**config.mk**
```make
export PLATFORM = sky130hd
export DESIGN_NAME = cfg_frame_receiver_flat
export DESIGN_NICKNAME = d
export VERILOG_FILES = /design/src/rtl/cfg_rx_pkg.sv /design/src/rtl/cfg_frame_receiver_if.sv /design/src/rtl/rx_bit_counter.sv /design/src/rtl/cfg_frame_receiver.sv /design/src/flat_wrapper.sv
export SDC_FILE = /design/constraint.sdc
export NUM_CORES = 1
export LEC_CHECK = 0
export ABC_AREA = 1
export BUFFER_PORTS_ARGS = -buffer_cell sky130_fd_sc_hd__buf_2
export CORE_UTILIZATION = 37
export CTS_BUF_LIST = sky130_fd_sc_hd__clkbuf_4 sky130_fd_sc_hd__clkbuf_8
export DETAILED_ROUTE_END_ITERATION = 10
export MAX_ROUTING_LAYER = met4
export SKIP_CTS_REPAIR_TIMING = 1
export SYNTH_ARGS = -nofsm -noshare
export SYNTH_HDL_FRONTEND = slang
export SYNTH_SLANG_ARGS = --single-unit
```
**constraint.sdc**
```tcl
create_clock -name clk -period 1.5 [get_ports clk]
set_input_delay 0.375 -clock clk [delete_from_list [all_inputs] [get_ports clk]]
set_output_delay 0.375 -clock clk [all_outputs]
set_load 0.03 [all_outputs]
```
**src/rtl/cfg_rx_pkg.sv**
```systemverilog
// Shared types and sizing helpers for the serial configuration frame receiver.
package cfg_rx_pkg;

    typedef enum logic [1:0] {
        IDLE  = 2'd0,
        SHIFT = 2'd1,
        CHECK = 2'd2
    } rx_state_e;

    localparam int DEF_KEY_W  = 128;
    localparam int DEF_ADDR_W = 8;
    localparam int DEF_LOC_W  = 8;

    // Payload is key + address + location + one mode bit; the parity bit is not stored.
    function automatic int calc_data_w(input int key_w, input int addr_w, input int loc_w);
        return key_w + addr_w + loc_w + 1;
    endfunction

endpackage

```
**src/rtl/cfg_frame_receiver_if.sv**
```systemverilog
// Serial-in / committed-config bundle between the off-chip config port and the receiver.
interface cfg_frame_receiver_if #(
    parameter int KEY_W  = cfg_rx_pkg::DEF_KEY_W,
    parameter int ADDR_W = cfg_rx_pkg::DEF_ADDR_W,
    parameter int LOC_W  = cfg_rx_pkg::DEF_LOC_W
);

    logic              start;
    logic              abort;
    logic              bit_valid;
    logic              serial_in;
    logic [KEY_W-1:0]  key;
    logic [ADDR_W-1:0] address;
    logic [LOC_W-1:0]  location;
    logic              mode;
    logic              cfg_valid;
    logic              done;
    logic              frame_err;
    logic              busy;

    modport master (
        output start, abort, bit_valid, serial_in,
        input  key, address, location, mode, cfg_valid, done, frame_err, busy
    );

    modport slave (
        input  start, abort, bit_valid, serial_in,
        output key, address, location, mode, cfg_valid, done, frame_err, busy
    );

endinterface

```
**src/rtl/rx_bit_counter.sv**
```systemverilog
// Saturating up-counter with synchronous clear; flags when the count equals TARGET.
module rx_bit_counter #(
    parameter int WIDTH  = 8,
    parameter int TARGET = 4,
    parameter int MAX    = 5
) (
    input  logic clk,
    input  logic n_rst,
    input  logic clr_i,
    input  logic en_i,
    output logic at_target_o
);

    logic [WIDTH-1:0] cnt_q;
    logic [WIDTH-1:0] cnt_d;

    always_comb begin
        cnt_d = cnt_q;
        if (clr_i) begin
            cnt_d = '0;
        end else if (en_i && (cnt_q != WIDTH'(MAX))) begin
            cnt_d = cnt_q + 1'b1;
        end
    end

    always_ff @(posedge clk or negedge n_rst) begin
        if (!n_rst) begin
            cnt_q <= '0;
        end else begin
            cnt_q <= cnt_d;
        end
    end

    assign at_target_o = (cnt_q == WIDTH'(TARGET));

endmodule

```
**src/rtl/cfg_frame_receiver.sv**
```systemverilog
// Shifts in a parity-protected config frame MSB first and commits key/address/location/mode
// atomically only when the frame's even parity holds.
module cfg_frame_receiver
    import cfg_rx_pkg::*;
#(
    parameter int KEY_W  = DEF_KEY_W,
    parameter int ADDR_W = DEF_ADDR_W,
    parameter int LOC_W  = DEF_LOC_W
) (
    input  logic                 clk,
    input  logic                 n_rst,
    cfg_frame_receiver_if.slave  bus
);

    localparam int DATA_W = calc_data_w(KEY_W, ADDR_W, LOC_W);
    localparam int CNT_W  = $clog2(DATA_W + 2);

    rx_state_e         state_q, state_d;
    logic [DATA_W-1:0] shadow_q;
    logic              parity_q;
    logic [KEY_W-1:0]  key_q;
    logic [ADDR_W-1:0] address_q;
    logic [LOC_W-1:0]  location_q;
    logic              mode_q;
    logic              cfg_valid_q;
    logic              done_q;
    logic              frame_err_q;

    logic cnt_clr;
    logic cnt_en;
    logic payload_full;
    logic commit;
    logic reject;

    // payload_full means every payload bit is in; the next valid bit is the parity bit.
    rx_bit_counter #(
        .WIDTH  (CNT_W),
        .TARGET (DATA_W),
        .MAX    (DATA_W + 1)
    ) u_bit_cnt (
        .clk         (clk),
        .n_rst       (n_rst),
        .clr_i       (cnt_clr),
        .en_i        (cnt_en),
        .at_target_o (payload_full)
    );

    always_ff @(posedge clk or negedge n_rst) begin
        if (!n_rst) begin
            state_q <= IDLE;
        end else begin
            state_q <= state_d;
        end
    end

    always_comb begin
        state_d = state_q;
        cnt_clr = 1'b0;
        cnt_en  = 1'b0;
        commit  = 1'b0;
        reject  = 1'b0;
        case (state_q)
            IDLE: begin
                if (bus.start && !bus.abort) begin
                    state_d = SHIFT;
                    cnt_clr = 1'b1;
                end
            end
            SHIFT: begin
                if (bus.abort) begin
                    state_d = IDLE;
                end else if (bus.bit_valid) begin
                    cnt_en = 1'b1;
                    if (payload_full) begin
                        state_d = CHECK;
                    end
                end
            end
            CHECK: begin
                state_d = IDLE;
                if (parity_q == 1'b0) begin
                    commit = 1'b1;
                end else begin
                    reject = 1'b1;
                end
            end
            default: begin
                state_d = IDLE;
            end
        endcase
    end

    // The parity bit only feeds the running XOR, so the shadow holds exactly the payload.
    always_ff @(posedge clk or negedge n_rst) begin
        if (!n_rst) begin
            shadow_q    <= '0;
            parity_q    <= 1'b0;
            key_q       <= '0;
            address_q   <= '0;
            location_q  <= '0;
            mode_q      <= 1'b0;
            cfg_valid_q <= 1'b0;
            done_q      <= 1'b0;
            frame_err_q <= 1'b0;
        end else begin
            done_q      <= commit;
            frame_err_q <= reject;
            if (cnt_clr) begin
                parity_q <= 1'b0;
            end else if (cnt_en) begin
                parity_q <= parity_q ^ bus.serial_in;
            end
            if (cnt_en && !payload_full) begin
                shadow_q <= {shadow_q[DATA_W-2:0], bus.serial_in};
            end
            if (commit) begin
                key_q       <= shadow_q[DATA_W-1 -: KEY_W];
                address_q   <= shadow_q[DATA_W-1-KEY_W -: ADDR_W];
                location_q  <= shadow_q[LOC_W:1];
                mode_q      <= shadow_q[0];
                cfg_valid_q <= 1'b1;
            end
        end
    end

    assign bus.key       = key_q;
    assign bus.address   = address_q;
    assign bus.location  = location_q;
    assign bus.mode      = mode_q;
    assign bus.cfg_valid = cfg_valid_q;
    assign bus.done      = done_q;
    assign bus.frame_err = frame_err_q;
    assign bus.busy      = (state_q != IDLE);

endmodule

```
**src/flat_wrapper.sv**
```systemverilog
// flat-port wrapper written by rule: the top's interface ports become plain ports
module cfg_frame_receiver_flat import cfg_rx_pkg::*;
#(
    parameter int KEY_W  = DEF_KEY_W,
    parameter int ADDR_W = DEF_ADDR_W,
    parameter int LOC_W  = DEF_LOC_W
)
  (clk, n_rst, bus_start, bus_abort, bus_bit_valid, bus_serial_in, bus_key, bus_address, bus_location, bus_mode, bus_cfg_valid, bus_done, bus_frame_err, bus_busy);
  cfg_frame_receiver_if #(.KEY_W(KEY_W), .ADDR_W(ADDR_W), .LOC_W(LOC_W)) bus_i ();
  input  logic clk;
  input  logic n_rst;
  input wire logic [$bits(bus_i.start)-1:0] bus_start;
  input wire logic [$bits(bus_i.abort)-1:0] bus_abort;
  input wire logic [$bits(bus_i.bit_valid)-1:0] bus_bit_valid;
  input wire logic [$bits(bus_i.serial_in)-1:0] bus_serial_in;
  output wire logic [$bits(bus_i.key)-1:0] bus_key;
  output wire logic [$bits(bus_i.address)-1:0] bus_address;
  output wire logic [$bits(bus_i.location)-1:0] bus_location;
  output wire logic [$bits(bus_i.mode)-1:0] bus_mode;
  output wire logic [$bits(bus_i.cfg_valid)-1:0] bus_cfg_valid;
  output wire logic [$bits(bus_i.done)-1:0] bus_done;
  output wire logic [$bits(bus_i.frame_err)-1:0] bus_frame_err;
  output wire logic [$bits(bus_i.busy)-1:0] bus_busy;
  assign bus_i.start = bus_start;
  assign bus_i.abort = bus_abort;
  assign bus_i.bit_valid = bus_bit_valid;
  assign bus_i.serial_in = bus_serial_in;
  assign bus_key = bus_i.key;
  assign bus_address = bus_i.address;
  assign bus_location = bus_i.location;
  assign bus_mode = bus_i.mode;
  assign bus_cfg_valid = bus_i.cfg_valid;
  assign bus_done = bus_i.done;
  assign bus_frame_err = bus_i.frame_err;
  assign bus_busy = bus_i.busy;
  cfg_frame_receiver #(.KEY_W(KEY_W), .ADDR_W(ADDR_W), .LOC_W(LOC_W)) u_core (.clk(clk), .n_rst(n_rst), .bus(bus_i));
endmodule
```
**After elaboration in Yosys (flattened, before gate mapping)**

Index checks and enable logic that the tools add are counted.

- $add $sub $neg: 1
- Eq/ne operators: 7
- Mux-type cells: 18
- Bitwise gates (word level): 1
- Reductions and logical operators: 10

Operators by type and width:

| cell | number |
|---|---|
| $mux W8 | 2 |
| $mux W1 | 11 |
| $add A8 B1 Y8 const B | 1 |
| $eq A8 B8 Y1 const B | 1 |
| $mux W2 | 4 |
| $ne A8 B8 Y1 const B | 1 |
| $reduce_bool A2 Y1 | 3 |
| $pmux W2 S2 | 1 |
| $logic_and A1 B1 Y1 | 3 |
| $ne A3 B2 Y1 const B | 1 |
| $ne A3 B3 Y1 const B | 1 |
| $reduce_and A3 Y1 | 1 |
| $eq A2 B1 Y1 const B | 1 |
| $eq A2 B2 Y1 const B | 1 |
| $logic_not A1 Y1 | 2 |
| $logic_not A2 Y1 | 1 |
| $ne A2 B1 Y1 const B | 1 |
| $xor A1 B1 Y1 | 1 |

- Register bits: 304
- Output and inout bits: 149
- Word-level logic and storage cells: 48

**Depth between registers and ports, before layout**

- Depth in word-level cells: 6
- Depth in mapped cells: 9
- Mapped depth without buffers: 8

**Cells and area by module**

A second synthesis with hierarchy kept.

- Cell total of the unflattened synthesis: 1356
- Area total of the unflattened synthesis: 12004.0 um2

Modules (own cells, without submodules):

| module | times used | cells each | area an instance (um2) |
|---|---|---|---|
| cfg_frame_receiver | 1 | 1278 | 11463.5 |
| rx_bit_counter | 1 | 78 | 540.5 |

**Worst setup path after synthesis**

OpenSTA, ideal clock, no wires.

- Path type: flip-flop to flip-flop
- From: reg u_core.u_bit_cnt.cnt_q[1]
- To: reg u_core.shadow_q[40]
- Setup time: 66 ps
- Arrival: 1345 ps
- Setup slack: 89 ps
- Cell stages (with the launch flop): 8
- Path buffers: 2
- Clock period less this slack: 1411 ps
- Cells stage by stage: dfrtp_1 > inv_1 > ha_1 > nand4_4 > buf_4 > clkbuf_1 > nand3_1 > nand2_1

- Cells in the longest elaborated chain, start to end: 3

Ends and longest elaborated chain:

| item | line | RTL |
|---|---|---|
| start, declared | rx_bit_counter.sv:14 | `logic [WIDTH-1:0] cnt_q;` |
| start signal, assigned | rx_bit_counter.sv:30 | `cnt_q <= cnt_d;` |
| $eq A8 B8 Y1 | rx_bit_counter.sv:34 | `assign at_target_o = (cnt_q == WIDTH'(TARGET));` |
| $logic_not A1 Y1 | cfg_frame_receiver.sv:113 | `if (cnt_en && !payload_full) begin` |
| $logic_and A1 B1 Y1 | cfg_frame_receiver.sv:113 |  |
| end signal, assigned | cfg_frame_receiver.sv:114 | `shadow_q <= {shadow_q[DATA_W-2:0], bus.serial_in};` |
| end, declared | cfg_frame_receiver.sv:19 | `logic [DATA_W-1:0] shadow_q;` |

No other way between the ends.
A chain may end at the register's enable or synchronous reset.

**Worst setup path after layout**

- From: reg u_core.state_q[1]
- To: out bus_busy

- Cells in the longest elaborated chain, start to end: 1

Ends and longest elaborated chain:

| item | line | RTL |
|---|---|---|
| start, declared | cfg_frame_receiver.sv:18 | `rx_state_e state_q, state_d;` |
| start signal, assigned | cfg_frame_receiver.sv:52 | `state_q <= state_d;` |
| $reduce_bool A2 Y1 | cfg_frame_receiver.sv:133 | `assign bus.busy = (state_q != IDLE);` |
| end, declared | flat_wrapper.sv:23 | `output wire logic [$bits(bus_i.busy)-1:0] bus_busy;` |

No other way between the ends.

==> results.ini <==
[yosys]
synth.net_count = 1282
synthesis.area_um2 = 11760
synth_warnings = 0
ys_seq_elements = 304
synthDistinctLibCells = 24
synth_top_area_frac = 0.6472
post_synth_main_area_contributors = dfrtp_1, nand2_1, nand3_1, o21ai_0, inv_1
sequential_share_of_the_synthesized_area = 0.6472
netlist.top_cell.by_area = dfrtp_1
synthesis.instances = 1273
postSynthAreaPerCell_um2 = 9.234

[global_route]
grt_max_degree = 71
gr-total-overflow = 0
grt_antenna_before_repair = 0
first_global_vias = 8704
grt_use_total = 0.1684
grt_first_pass_wirelength_um = 43980

[placed_design]
detailedPlacementHpwl_um = 16880
instance_count_after_placement_with_tap_cells_included = 1805
place.gp.congestion = 0.7497
port_buffers = 154
pre_cts_slack_ns = 0.01342

[timing]
period_minus_slack_ns = 1.588
setup_viol = 104
clock.fmax_mhz = 629.9
finalSetupTns_ns = -2.558
fin_skew_ns = 0.01452
max_slew_margin = 0.8011
worst_slew_pin_slew_ns = 0.2983
unrepaired_setup_endpoints_after_global_routing = yes
finalHoldViolations = 0
layout_worst_path_cycle_share = 1.058
fin_hold_ws_ns = 0.1126
worst_slack_ns = -0.08753
final_max_slew_viol_count = 0

[final_layout]
design.final.nets = 1569
antenna_cells = 0
share_of_cells_above_drive_strength_1 = 0.2644
final_core_utilization = 0.5449
area_growth_pct = 43.27
layoutNonFillerInstCount = 1996

[floorplan]
fp-row-count = 64
ios = 155
die_area_um2 = 32490
floorplan.die.width_um = 180.2
start_util = 0.3803
die_height_um = 180.2
placeableCoreArea_um2 = 30910

[clocking]
tritoncts_clock_tree = done
cts.root.buffer_cell = clkbuf_8
cts_num_sinks = 304
cts_max_level = 2
numCtsBuffers = 50
clk_transition_reported_paths_ns = 0.06
latest_clock_arrival_within_the_worst_skew_pair_ns = 0.56
cts_max_path_buffers = 3

[pwr]
total_switching_power_mw = 3.816
power.share.combinational = 0.046
share_clk_of_total_power = 0.462
reg_power_frac = 0.492
power_per_cell_area_nw_per_um2 = 1003
switching_share = 0.2258
ir_drop_v = 0.0006654
leakage_nw = 8.753
power_report.internal_total_mw = 13.08

[critical_path]
critical_path_top_delay_cell = dfrtp_1
critical_path.startpoint_type = register
crit_chain = inv_2 > nand2_2 > buf_6
arrival_worst_endpoint_ns = 1.21
crit_required_ns = 1.12
endpoint_kind = output port
slowest_delay_ns = 0.39
criticalPathCategory = register to output port
path_max_fanout = 3

[route]
post-route-drc-count = 0
routed_wl_um = 30720
wire_per_inst_um = 15.39
drt_iter0_drc = 635
vias = 9333
avgViaCountPerCell = 4.676
drt-pass1-iter-count = 5
antenna_left = 0

[status]
violations = setup timing
outcome = finished with violations

[hold_path]
hp-class = input pin to register

[flow_run]
total_of_max_cap_violations = 0

-- per-layer routing --
layer  share of wire  track usage
met5               0            -
met2            0.48       0.2592
met3           0.041      0.02910
met1            0.47       0.2267
met4           0.018      0.05402
-- flip-flops by register name, indices dropped and copies added (netlist names), 2 cells and up --
| signal | flops |
|---|---|
| u_core.bus.address | 8 |
| u_core.bus.key | 128 |
| u_core.state_q | 2 |
| u_core.shadow_q | 145 |
| u_core.bus.location | 8 |
| u_core.u_bit_cnt.cnt_q | 8 |
-- Yosys cell counts, drive strengths merged --
| cell | number |
|---|---|
| nand2 | 570 |
| dfrtp | 304 |
| o21ai | 125 |
| nand3 | 96 |
| inv | 77 |
| buf | 46 |
| clkbuf | 26 |
| nor2 | 12 |
| nand4 | 6 |
| ha | 3 |
| nor3 | 3 |
| o21bai | 2 |
| nand3b | 1 |
| or2 | 1 |
| xor2 | 1 |
-- power by group through the flow --
stage	logic, mW	registers [mW]	clock network [mW]
finish	0.773	8.31	7.81
global route	0.865	8.32	8.44
CTS	0.637	8.31	8.05
detailed placement	0.635	8.46	0
global placement	0.623	8.46	0
floorplan	0.252	8.46	0
-- layout make-up --
cell class	count	area, um^2
fillers	2699	14070
flip-flops and latches	304	7607
repair buffers	305	3762
multi-input cells	822	3560
clock buffers	81	1027
well taps	396	495.5
inverters	77	306.5
clock inverters	11	82.58
-- critical path, delay by kind of cell (launching register included) --
family,cells,cell delay (ns)
DFF,1,0.39
buffers and inverters,2,0.21
and+or+nand+nor,1,0.06
-- path summary, 6_finish.rpt --
check | start | to | slack (ns) | cells past startpoint
max | u_core.state_q[1] | bus_busy | -0.09 | 3
min | bus_serial_in | u_core.shadow_q[0] | 0.11 | 3
max reg2reg | u_core.state_q[1] | u_core.shadow_q[91] | -0.06 | 9
min reg2reg | u_core.shadow_q[144] | u_core.shadow_q[144] | 0.48 | 2
max in group asynchronous | n_rst | u_core.shadow_q[42] | 0.61 | 4
min in group asynchronous | n_rst | u_core.bus.key[116] | 0.26 | 2
-- through the flow --
| stage | power, mW | instance area, um^2 |
|---|---|---|
| 4_1_cts | 17.00 | 14570 |
| 3_5_place_dp | 9.095 | 13460 |
| 5_1_grt | 17.62 | 16840 |
| 3_3_place_gp | 9.081 | 13460 |
| 2_1_floorplan | 8.715 | 11760 |
| 6_report | 16.90 | 16840 |
-- cell families (layout without fill, tap and decap cells) --
| family | Yosys count | in the layout | synth area share |
|---|---|---|---|
| adder cells (fa/ha/maj) | 3 | 3 | 0.003194 |
| flip-flops | 304 | 304 | 0.6472 |
| buffers and inverters | 149 | 474 | 0.05790 |
| AND/OR/NAND/NOR | 689 | 691 | 0.2365 |
| XOR/XNOR | 1 | 1 | 0.0007452 |
| AO/OA/AOI/OAI | 127 | 127 | 0.05450 |
-- placed cells by master (no fill, tap or decap), drive strengths merged --
master	count
clkbuf	98
buf	287
nand4	6
or2	1
xor2	1
o21bai	2
nand3b	1
bufinv	1
nor3	3
clkinvlp	1
clkinv	10
inv	76
nand2	572
nand3	96
ha	3
o21ai	125
dlygate4sd3	1
dfrtp	304
nor2	12
(Power assumes the default switching activity.)
